## src/rtl/weight_fetch_sequencer.sv

```systemverilog
// Weight-buffer port-0 read sequencer: issues one row read per cycle for a tile
// command and tracks the buffer's fixed read pipeline with a stallable tag pipe.
module weight_fetch_sequencer #(
  parameter int MATRIX_WIDTH = 14,
  parameter int TILE_WIDTH   = 32768,
  parameter int ADDR_WIDTH   = 15,
  parameter int LEN_WIDTH    = 16,
  parameter int READ_LATENCY = 3
) (
  input  logic                  clk,
  input  logic                  rst,
  input  logic                  cmd_valid,
  output logic                  cmd_ready,
  input  logic [ADDR_WIDTH-1:0] cmd_base_addr,
  input  logic [LEN_WIDTH-1:0]  cmd_rows,
  output logic [ADDR_WIDTH-1:0] buf_address0,
  output logic                  buf_en0,
  output logic                  buf_write_en0,
  output logic                  buf_enable,
  input  logic                  out_ready,
  output logic                  weight_valid,
  output logic [LEN_WIDTH-1:0]  weight_row_idx,
  output logic                  weight_last,
  output logic                  busy,
  output logic                  done
);

  if (MATRIX_WIDTH < 1 || READ_LATENCY < 1 || ADDR_WIDTH < $clog2(TILE_WIDTH)) begin : g_bad_params
    $error("weight_fetch_sequencer: illegal parameter combination");
  end

  localparam logic [ADDR_WIDTH:0] TILE_LIMIT = (ADDR_WIDTH+1)'(TILE_WIDTH);

  typedef enum logic [1:0] {IDLE, ISSUE, DRAIN, FINISH} state_t;

  state_t                state_reg, state_next;
  logic [ADDR_WIDTH-1:0] addr_reg, addr_next;
  logic [LEN_WIDTH-1:0]  k_reg, k_next;
  logic [LEN_WIDTH-1:0]  rows_reg, rows_next;

  logic                  adv;
  logic                  push_valid;
  logic                  push_last;
  logic [LEN_WIDTH-1:0]  push_idx;
  logic                  cmd_ready_c;
  logic                  buf_en0_c;
  logic [ADDR_WIDTH:0]   addr_inc;
  logic [ADDR_WIDTH-1:0] addr_wrap;

  logic                  tag_valid_reg [READ_LATENCY];
  logic [LEN_WIDTH-1:0]  tag_idx_reg   [READ_LATENCY];
  logic                  tag_last_reg  [READ_LATENCY];

  assign weight_valid   = tag_valid_reg[READ_LATENCY-1];
  assign weight_row_idx = tag_idx_reg[READ_LATENCY-1];
  assign weight_last    = tag_last_reg[READ_LATENCY-1];

  // A stalled valid row freezes the buffer and the tag pipe together.
  assign adv = ~(weight_valid & ~out_ready);

  // Running address wraps in ADDR_WIDTH+1 bits so non-power-of-2 tiles work.
  assign addr_inc  = {1'b0, addr_reg} + (ADDR_WIDTH+1)'(1);
  assign addr_wrap = (addr_inc >= TILE_LIMIT) ? '0 : addr_inc[ADDR_WIDTH-1:0];

  always_comb begin
    state_next  = state_reg;
    addr_next   = addr_reg;
    k_next      = k_reg;
    rows_next   = rows_reg;
    push_valid  = 1'b0;
    push_idx    = '0;
    push_last   = 1'b0;
    cmd_ready_c = 1'b0;
    buf_en0_c   = 1'b0;
    case (state_reg)
      IDLE: begin
        cmd_ready_c = 1'b1;
        if (cmd_valid) begin
          if (cmd_rows != '0) begin
            addr_next  = cmd_base_addr;
            rows_next  = cmd_rows;
            k_next     = '0;
            state_next = ISSUE;
          end else begin
            state_next = FINISH;
          end
        end
      end
      ISSUE: begin
        if (adv) begin
          buf_en0_c  = 1'b1;
          push_valid = 1'b1;
          push_idx   = k_reg;
          push_last  = (k_reg == rows_reg - LEN_WIDTH'(1));
          addr_next  = addr_wrap;
          k_next     = k_reg + LEN_WIDTH'(1);
          if (push_last) state_next = DRAIN;
        end
      end
      DRAIN: begin
        if (weight_valid && weight_last && out_ready) state_next = FINISH;
      end
      FINISH: state_next = IDLE;
      default: state_next = IDLE;
    endcase
  end

  always_ff @(posedge clk) begin
    if (!rst) begin
      state_reg <= IDLE;
      addr_reg  <= '0;
      k_reg     <= '0;
      rows_reg  <= '0;
    end else begin
      state_reg <= state_next;
      addr_reg  <= addr_next;
      k_reg     <= k_next;
      rows_reg  <= rows_next;
    end
  end

  genvar gi;
  for (gi = 0; gi < READ_LATENCY; gi++) begin : g_tag
    logic                 valid_in;
    logic [LEN_WIDTH-1:0] idx_in;
    logic                 last_in;
    if (gi == 0) begin : g_head
      assign valid_in = push_valid;
      assign idx_in   = push_idx;
      assign last_in  = push_last;
    end else begin : g_body
      assign valid_in = tag_valid_reg[gi-1];
      assign idx_in   = tag_idx_reg[gi-1];
      assign last_in  = tag_last_reg[gi-1];
    end
    always_ff @(posedge clk) begin
      if (!rst) begin
        tag_valid_reg[gi] <= 1'b0;
        tag_idx_reg[gi]   <= '0;
        tag_last_reg[gi]  <= 1'b0;
      end else if (adv) begin
        tag_valid_reg[gi] <= valid_in;
        tag_idx_reg[gi]   <= idx_in;
        tag_last_reg[gi]  <= last_in;
      end
    end
  end

  // Combinational outputs are forced low while reset is held.
  assign cmd_ready     = rst & cmd_ready_c;
  assign buf_en0       = rst & buf_en0_c;
  assign buf_address0  = (rst && state_reg == ISSUE) ? addr_reg : '0;
  assign buf_write_en0 = 1'b0;
  assign buf_enable    = rst & adv;
  assign busy          = rst & (state_reg != IDLE);
  assign done          = rst & (state_reg == FINISH);

endmodule

```

## config.mk

```make
export PLATFORM = sky130hd
export DESIGN_NAME = weight_fetch_sequencer
export DESIGN_NICKNAME = d
export VERILOG_FILES = /design/src/rtl/weight_fetch_sequencer.sv
export SDC_FILE = /design/constraint.sdc
export NUM_CORES = 1
export LEC_CHECK = 0
export ABC_CLOCK_PERIOD_IN_PS = 4000
export BUFFER_PORTS_ARGS = -buffer_cell sky130_fd_sc_hd__clkbuf_2
export CORE_MARGIN = 4
export CORE_UTILIZATION = 30
export CTS_BUF_LIST = sky130_fd_sc_hd__clkbuf_4
export CTS_CLUSTER_SIZE = 30
export DETAILED_ROUTE_END_ITERATION = 12
export PLACE_DENSITY = 0.51
export SLEW_MARGIN = 20
export SYNTH_ARGS = -nofsm -noshare
export SYNTH_HDL_FRONTEND = slang
export SYNTH_SLANG_ARGS = --single-unit
```

## constraint.sdc

```tcl
create_clock -name clk -period 4 [get_ports clk]
set_input_delay 0.2 -clock clk [delete_from_list [all_inputs] [get_ports clk]]
set_output_delay 0.2 -clock clk [all_outputs]
set_load 0.02 [all_outputs]
```

# Word level (Yosys, flattened, before mapping)
# Memory sizes are Yosys's and may differ from the RTL's.
# Cells that the tools add are included.
# W data, S select, Z words.
dict set report op_classes {
  n_bitwise 17
  n_lt_le_gt_ge 1
  reduce_logical 10
  n_addsub 3
  n_mux 35
  n_eq_ne 9
}
# operator count
set ops {}
lappend ops {{$mux W16} 8}
lappend ops {{$mux W15} 5}
lappend ops {{$pmux W16 S2} 1}
lappend ops {{$pmux W15 S2} 1}
lappend ops {{$add A15 B1 Y16 const B} 1}
lappend ops {{$add A16 B1 Y16 const B} 1}
lappend ops {{$eq A16 B16 Y1} 1}
lappend ops {{$ge A16 B16 Y1 const B} 1}
lappend ops {{$reduce_bool A16 Y1} 1}
lappend ops {{$sub A16 B1 Y16 const B} 1}
lappend ops {{$mux W1} 14}
lappend ops {{$mux W2} 5}
lappend ops {{$ne A2 B2 Y1 const B} 5}
lappend ops {{$or A1 B1 Y1} 9}
lappend ops {{$pmux W2 S4} 1}
lappend ops {{$reduce_and A4 Y1} 2}
lappend ops {{$and A1 B1 Y1} 6}
lappend ops {{$eq A2 B2 Y1 const B} 2}
lappend ops {{$reduce_bool A2 Y1} 2}
lappend ops {{$logic_and A1 B1 Y1} 3}
lappend ops {{$reduce_and A3 Y1} 1}
lappend ops {{$eq A2 B1 Y1 const B} 1}
lappend ops {{$logic_not A2 Y1} 1}
lappend ops {{$not A1 Y1} 2}
dict set report totals {
  mem_count 3
  word_cells 82
  ram_bits 54
  ff_bits 49
}
# name words word_bits read_ports rd_ports_with_merged_regs wr line
set mem_list {}
lappend mem_list {tag_idx_reg 3 16 3 0 3 51} ;# logic [LEN_WIDTH-1:0] tag_idx_reg [READ_LATENCY];
lappend mem_list {tag_last_reg 3 1 3 0 3 52} ;# logic tag_last_reg [READ_LATENCY];
lappend mem_list {tag_valid_reg 3 1 3 0 3 50} ;# logic tag_valid_reg [READ_LATENCY];

# Logic depth before layout (Yosys ltp)
# Gate-level depths: netlist (run 1).
dict set report depth {
  depth_word 6
  depth_mapped 10
  depth_no_buf 9
}

# Worst setup path before layout (run 1)
# OpenSTA, ideal clock, no wires.
dict set report synth_timing {
  path_type {register -> register}
  start {reg rows_reg[8]}
  end {reg state_reg[0]}
  t_required_ps 3878
  path_stages_with_launch 8
  arrival_time_ps 2440
  setup_slack_ps 1439
  synth_period_minus_slack_ps 2561
  path_cell_list {dfxtp_1 -> buf_6 -> or3_4 -> or4_4 -> a2111oi_2 -> a311oi_1 -> o41a_1 -> o311a_1}
}
dict set report synth_via {
  elab_chain_cells 4
}
# element line
set synth_rtl {}
lappend synth_rtl {{from (decl)} 39} ;# logic [LEN_WIDTH-1:0] rows_reg, rows_next;
lappend synth_rtl {{from (signal assigned)} 118} ;# rows_reg <= rows_next;
lappend synth_rtl {{$sub A16 B1 Y16} 94} ;# push_last = (k_reg == rows_reg - LEN_WIDTH'(1));
lappend synth_rtl {{$eq A16 B16 Y1} 94}
lappend synth_rtl {{$ne A2 B2 Y1 (no line)} -}
lappend synth_rtl {{$reduce_and A4 Y1 (no line)} -}
lappend synth_rtl {{to (signal assigned)} 115} ;# state_reg <= state_next;
lappend synth_rtl {{to (decl)} 36} ;# state_t state_reg, state_next;
# No other way between the ends.
# A chain may end at the register's enable or synchronous reset.

# Worst setup path in the final report (run 1)
dict set report layout_timing {
  start {in cmd_rows[15]}
  end {reg addr_reg[7]}
}
dict set report layout_via {
  elab_chain_cells 3
}
# element line
set layout_rtl {}
lappend layout_rtl {{from (decl)} 15} ;# input logic [LEN_WIDTH-1:0] cmd_rows,
lappend layout_rtl {{$reduce_bool A16 Y1} 79} ;# if (cmd_rows != '0) begin
lappend layout_rtl {{$ne A2 B2 Y1 (no line)} -}
lappend layout_rtl {{$reduce_and A4 Y1 (no line)} -}
lappend layout_rtl {{to (signal assigned)} 116} ;# addr_reg <= addr_next;
lappend layout_rtl {{to (decl)} 37} ;# logic [ADDR_WIDTH-1:0] addr_reg, addr_next;
# No other way between the ends.

==> qor.yml, run 1 <==
outcome: "complete, no violations"
drt_drc_violations_left: 0
synth-edff-count: 52
worst-endpoint-required_ns: 4.36
finalSetupViolations: 0
netlist.area_leader.share: 0.304
synth-seq-cells: 103
area_of_the_multi_input_gates_um2: 2360
critical_path_arrival_ns: 3.41
synth_sequential_area_ratio: 0.502
worst_min_path_class: "primary input to register"
initial_utilization: 0.308
avgRoutedWirePerCell_um: 14.0
post-synth-top-count-cell: "edfxtp_1"
synth-main-ff-cell: "edfxtp_1"
power.density_nw_per_um2: 480
max-clock-path-buffers: 2
synth_cells: 497
max_stage_delay_ns: 0.73
cell_internal_pwr_mw: 1.84
first_drt_pass_iteration_count: 4
combPwrFrac: 0.339
crit_slowest_cell: "o41ai_1"
slew-limit-headroom: 0.488
critPathBufInv: 2
placed_cells_incl_taps: 761
route.vias.total: 3863
drive_above_1_share: 0.182
synth-compound-area-share: 0.0856
seqCellArea_um2: 2580
diode_insertion_count_for_antenna_repair: 0
finalCritPeriodShare: 0.762
worstSetupPathType: "primary input to register"
finalPower_mw: 2.91
max-cap-violations: 0
die_height_um: 139
grt_max_degree: 53
end_kind: "register"
layout.filler_cells: 1705
finish.cell_count_without_fillers: 802
dieArea_um2: 19300
finalHoldViolations: 0
area.growth.synth_to_final_pct: 17.6
power_switching_share: 0.367
die_wd_um: 139
syn-mean-instance-area_um2: 10.4
netlist_top_cells_area: "edfxtp_1 (30%), dfxtp_1 (20%), and3_1 (6.1%), xnor2_1 (4.1%), mux2i_1 (3.7%)"
cts_sinks: 103
number_of_buffers_created_by_cts: 9
post-synth-top-area-cell: "edfxtp_1"
finalNetCount: 619
synth-simple-area-share: 0.250
overflow: 0
crit_family: "compound AO/OA/AOI/OAI gates"
setup_total_negative_slack_ns: 0
final-max-slew-violation-count: 0
synth_mux_area_frac: 0.0370
route.final.wire_length_um: 11300
clock.fmax_ghz: 0.328
worst_clock_skew_ns: 0.0209
number_of_antenna_violations_at_the_first_check_in_global_routing: 0
static-leakage-power_nw: 2.57
main_combinational_cell_family_by_area_after_synthesis: "simple AND/OR/NAND/NOR gates"
final_antenna_net_count: 0
gp_congestion: 0.807
path_max_fanout: 18
synthAdderAreaFrac: 0.0170
clock_insertion_delay_worst_skew_ns: 0.47
rsz0062_at_grt: "false"
clockRootBuffer: "clkbuf_4"
commonest_cells_post_synth: "edfxtp_1 (52), dfxtp_1 (51), and3_1 (50)"
grt_usage: 0.118
final_period_minus_worst_setup_slack_ns: 3.05
synth.yosys.warnings: 0
tightest_slew_ns: 0.758
power.switching_mw: 1.07
seq_power_share: 0.466
wire_length_of_the_first_global_routing_pass_um: 18900
detailedRoute.firstIterationViolations: 214
post_drt_via_cell_ratio: 4.82
cts-htree-levels: 3
critical_path.startpoint_type: "primary input"
largest_register_ffs: 48
pwr-share-clk: 0.194
cp_cell_sequence: "dlygate4sd3_1, clkbuf_2, or4_1, o41ai_1, a21o_1, nor2_1, a221oi_1, nor2b_1"
netlist-cell-type-count: 60
ir_worst_vdd_mv: 0.318
boundaryPins: 74
tritoncts_clock_tree: "done"
synthesis.nets: 539
postSynth.asyncResetShare: 0
synthXorXnorAreaFrac: 0.0647
post-cts-setup-buffers: 0
grt_pass1_vias: 3756
floorplan.rows: 47
core_region_area_um2: 16700
mappedNetlistArea_um2: 5140
dp.final_hpwl_um: 7880
place.port_buffers: 72
path_clk_slew_ns: 0.16
## logic make-up (layout without fill, tap and decap cells)
logic type               Yosys count  count (layout)
AO/OA/AOI/OAI                     64              64
AND/OR/NAND/NOR                  220             220
adder cells (fa/ha/maj)            7               7
other                              1               1
XOR/XNOR                          38              38
multiplexers                      19              19
flip-flops                       103             103
buffers and inverters             45             130
## repair_timing
item                                   4_1_cts  5_1_grt
gates resized for setup                      0        0
endpoints found under the hold margin       25        0
hold buffers                                25        0
## power by group through the flow
stage	Sequential (mW)	Combinational [mW]	Clock (mW)
3_3_place_gp	1.38	0.948	0
5_1_grt	1.37	1.11	0.633
3_5_place_dp	1.38	0.966	0
4_1_cts	1.35	0.988	0.591
6_report	1.35	0.986	0.565
2_1_floorplan	1.34	0.778	0
## per-layer routing
layer / vias up / GRT usage / routed length, µm
li1: 1958 / - / -
met1: 1819 / 0.159 / 5530
met2: 77 / 0.188 / 5280
met3: 9 / 0.0352 / 353
met4: 0 / 0.0304 / 87
met5: - / 0 / 0
## stage by stage
stage           util  setup slack (ns)  hold slack, ns  area [µm²]
6_report       0.362             0.953          0.0522        6050
3_3_place_gp   0.338              1.07           0.447        5650
4_1_cts        0.362             0.954         0.00709        6040
3_5_place_dp   0.338             0.969           0.452        5650
5_1_grt        0.362             0.670          0.0329        6050
2_1_floorplan      -              1.44           0.339        5140
## area by class of cell
type / count / area share
flip-flops and latches: 103 / 0.427
repair buffers: 102 / 0.107
well taps: 220 / 0.0455
clock buffers: 10 / 0.0124
multi-input cells: 349 / 0.389
inverters: 12 / 0.00744
clock inverters: 6 / 0.0116
## worst paths after layout
check | startpoint | end | slack [ns] | cells past startpoint
setup / recovery | cmd_rows[15] | addr_reg[7]$_SDFFE_PN0P_ | 0.95 | 8
hold / removal | cmd_base_addr[6] | addr_reg[6]$_SDFFE_PN0P_ | 0.05 | 4
setup reg to reg | rows_reg[0]$_SDFFE_PN0P_ | state_reg[0]$_SDFFE_PN0P_ | 1.06 | 8
hold reg to reg | tag_valid_reg[1]$_DFFE_PP_ | tag_valid_reg[2]$_DFF_P_ | 0.48 | 1
## placed cells by master, fill, tap and decap left out, types with 2 or more instances in the layout
master,n
a21boi_0,4
a21o_1,2
a21oi_1,13
a221oi_1,5
and2_1,21
and3_1,50
and4_1,3
buf_4,5
clkbuf_2,72
clkbuf_4,10
clkinvlp_4,2
dfxtp_1,51
dlygate4sd3_1,25
edfxtp_1,52
ha_1,7
inv_1,12
mux2i_1,19
nand2_1,20
nand2b_1,2
nand3_1,17
nand4_1,9
nor2_1,26
nor2b_1,25
nor3_1,12
nor3b_1,7
nor4_1,4
nor4b_1,2
o21ai_0,19
o221a_2,2
o311a_1,2
o31ai_1,2
o41ai_1,2
or2_2,2
or3_1,3
or4_1,8
xnor2_1,24
xor2_1,14
## worst min-delay path: stages
cell and delay, ns:
clkbuf_2 0.08, nand2_1 0.04, o21ai_0 0.06, and2_1 0.12
(Power assumes the default switching activity.)
==> inputs of run 2 (changes only) <==
--- a/config.mk
+++ b/config.mk
@@ -5,14 +5,15 @@
 export SDC_FILE = /design/constraint.sdc
 export NUM_CORES = 1
 export LEC_CHECK = 0
-export ABC_CLOCK_PERIOD_IN_PS = 4000
+export ABC_AREA = 1
+export ABC_CLOCK_PERIOD_IN_PS = 2450
 export BUFFER_PORTS_ARGS = -buffer_cell sky130_fd_sc_hd__clkbuf_2
 export CORE_MARGIN = 4
 export CORE_UTILIZATION = 30
 export CTS_BUF_LIST = sky130_fd_sc_hd__clkbuf_4
 export CTS_CLUSTER_SIZE = 30
 export DETAILED_ROUTE_END_ITERATION = 12
-export PLACE_DENSITY = 0.51
+export PLACE_DENSITY = 0.53
 export SLEW_MARGIN = 20
 export SYNTH_ARGS = -nofsm -noshare
 export SYNTH_HDL_FRONTEND = slang
==> constraint.sdc (replaced) <==
create_clock -name clk -period 2.45 [get_ports clk]
set_input_delay 0.1225 -clock clk [delete_from_list [all_inputs] [get_ports clk]]
set_output_delay 0.1225 -clock clk [all_outputs]
set_load 0.02 [all_outputs]
==> qor.yml, run 2 <==
synth_sequential_area_ratio: 0.469  # -0.0326
static-leakage-power_nw: 2.83  # +10%
tritoncts_clock_tree: "done"
outcome: "complete, no violations"
dieArea_um2: 20600  # +6.6%
final-max-slew-violation-count: 0  # unchanged
worst_clock_skew_ns: 0.0262  # +0.00531 ns
pre_cts_slack_ns: 0.368  # -0.601 ns
critPathBufInv: 4  # +2
detailedRoute.firstIterationViolations: 212  # -0.93%
clockRootBuffer: "clkbuf_4"
postSynth.asyncResetShare: 0  # unchanged
synth-edff-count: 52  # unchanged
ir_worst_vdd_mv: 0.360  # +13%
netlist_top_cells_area: "edfxtp_1 (28%), dfxtp_1 (19%), nand2_1 (12%), nor2_1 (9.5%), inv_1 (7.0%)"
post-synth-top-area-cell: "edfxtp_1"
post_cts_resize_count: 0  # unchanged
largest_register_ffs: 48  # unchanged
die_wd_um: 143  # +3.2%
worst_min_path_class: "primary input to register"
clock.fmax_ghz: 0.478
netlist-cell-type-count: 35  # -42%
crit_family: "simple AND/OR/NAND/NOR gates"
setup_total_negative_slack_ns: 0  # unchanged
grt_max_degree: 51  # -3.8%
crit_path_frequent_cell: "nand2_1"
worstSetupPathType: "primary input to register"
commonest_cells_post_synth: "nand2_1 (177), nor2_1 (139), inv_1 (102)"
synthesis.nets: 779  # +45%
wire_length_of_the_first_global_routing_pass_um: 22100  # +17%
number_of_buffers_created_by_cts: 9  # unchanged
main_combinational_cell_family_by_area_after_synthesis: "simple AND/OR/NAND/NOR gates"
critical_path_arrival_ns: 2.54  # -0.87 ns
overflow: 0  # unchanged
post-cts-setup-buffers: 0  # unchanged
cts-htree-levels: 3  # unchanged
finalNetCount: 879  # +42%
layout.cells.most_common: "nand2_1"
core_region_area_um2: 18000  # +7.9%
synth.yosys.warnings: 0  # unchanged
synthXorXnorAreaFrac: 0.0541  # -0.0106
stdcell_area_um2: 6630  # +9.6%
final_period_minus_worst_setup_slack_ns: 2.09
setup_slack_ns: 0.360  # -0.593 ns
boundaryPins: 74  # unchanged
place_area_um2: 6130  # +8.6%
grt_usage: 0.134  # +0.0155
rsz0062_at_grt: "false"
gp_congestion: 0.851  # +5.4%
synth-simple-area-share: 0.298  # +0.0476
post-synth-top-count-cell: "nand2_1"
final_antenna_net_count: 0  # unchanged
drive_above_1_share: 0.133  # -0.0491
number_of_antenna_violations_at_the_first_check_in_global_routing: 1  # +1
route.final.wire_length_um: 13100  # +16%
avgRoutedWirePerCell_um: 12.2  # -13%
drt_drc_violations_left: 0  # unchanged
cp_cell_sequence: "dlygate4sd3_1, clkbuf_2, nor4_1, nand4_1, or2_4, nand3_2, buf_12, nand2_1, o21ai_0, nand2_1, inv_1"
synth_mux_area_frac: 0  # -0.0370
first_drt_pass_iteration_count: 7  # +3
critical_path.startpoint_type: "primary input"
area.growth.synth_to_final_pct: 20.5
route.vias.total: 4680  # +21%
cts_sinks: 103  # unchanged
max-clock-path-buffers: 2  # unchanged
floorplan.rows: 49  # +4.3%
synth-seq-cells: 103  # unchanged
synth_cells: 737  # +48%
power.density_nw_per_um2: 827  # +72%
synth-main-ff-cell: "edfxtp_1"
max-cap-violations: 0  # unchanged
grt_pass1_vias: 4552  # +21%
post_drt_via_cell_ratio: 4.37  # -9.4%
finalHoldViolations: 0  # unchanged
synth-compound-area-share: 0.0650  # -0.0206
netlist.area_leader.share: 0.284  # -0.0197
place.port_buffers: 72  # unchanged
clock_insertion_delay_worst_skew_ns: 0.50  # +0.03 ns
die_height_um: 143  # +3.2%
dp.final_hpwl_um: 9120  # +16%
worst-endpoint-required_ns: 2.90  # -1.46 ns
crit_slowest_cell: "dlygate4sd3_1"
path_max_fanout: 19  # +1
syn-mean-instance-area_um2: 7.47  # -28%
finalSetupViolations: 0  # unchanged
final_cell_mix: "nand2_1 (176), nor2_1 (139), inv_1 (102)"
initial_utilization: 0.305  # -0.00277
path_clk_slew_ns: 0.15  # about the same
max_stage_delay_ns: 0.53  # -0.20 ns
slew-limit-headroom: 0.426  # -0.0626
mappedNetlistArea_um2: 5500  # +7.0%
end_kind: "register"
finalCritPeriodShare: 0.853
tightest_slew_ns: 0.856  # +0.0985 ns
synthAdderAreaFrac: 0.0159  # -0.00111
run 2: stage by stage:
| stage | hold slack, ns | total power [mW] | std cells | util |
|---|---|---|---|---|
| after floorplan | 0.287 | 3.81 | 737 | - |
| after global placement | 0.407 | 4.35 | 1024 | 0.340 |
| after detailed placement | 0.413 | 4.37 | 1024 | 0.340 |
| after CTS | 0.0141 | 5.56 | 1071 | 0.368 |
| after global routing | 0.0291 | 5.96 | 1072 | 0.368 |
| final | 0.0514 | 5.49 | 1072 | 0.368 |
run 2: metal layers:
metal / up-vias / wire [µm] / GRT usage
met5: - / 0 / 0
met4: 0 / 240 / 0.0411
met3: 14 / 550 / 0.0363
met2: 87 / 6200 / 0.227
met1: 2057 / 6080 / 0.167
li1: 2522 / - / -
run 2: final cells by class:
class                           instances  area (µm²)
Antenna cell                            1        2.50
Clock buffer                            9        67.6
Clock inverter                          7         124
Fill cell                            1973       11400
Inverter                              104         390
Multi-Input combinational cell        504        2390
Sequential cell                       103        2580
Tap cell                              229         287
Timing Repair Buffer                  115         786
run 2: cell families (layout without fill, tap and decap cells):
group / after synthesis / after routing
AO/OA/AOI/OAI: 69 / 69
XOR/XNOR: 34 / 34
adder cells (fa/ha/maj): 7 / 7
buffers and inverters: 130 / 235
flip-flops: 103 / 103
other: 1 / 2
AND/OR/NAND/NOR: 393 / 393
run 2: timing repair:
action                                  in CTS  in global routing
endpoints found under the setup margin       0                  0
hold buffers                                31                  0
hold endpoints to repair                    31                  0
run 2: worst register-to-register path, stage by stage, from the launching register on:
cell and delay, ns:
dfxtp_1 0.41, inv_1 0.08, ha_1 0.21, inv_1 0.09, o22ai_1 0.09, inv_1 0.11, nand2_1 0.10, nor2_4 0.54
nand3_1 0.14, nand2_1 0.10, nor2_1 0.04
run 2: power breakdown:
part	total, mW	switching (mW)	internal [mW]
registers	2.21	0.195	2.02
logic	2.13	1.40	0.729
clock network	1.14	0.612	0.529
total	5.49	2.21	3.27
run 2: worst paths after layout:
path,start,end,slack (ns),depth (start not counted)
setup / recovery,cmd_rows[0],k_reg[13]$_SDFFE_PN0P_,0.36,11
hold / removal,out_ready,tag_last_reg[2]$_DFF_P_,0.05,5
setup reg to reg,state_reg[0]$_SDFFE_PN0P_,k_reg[6]$_SDFFE_PN0P_,0.46,10
hold reg to reg,tag_last_reg[1]$_DFFE_PP_,tag_last_reg[2]$_DFF_P_,0.48,2
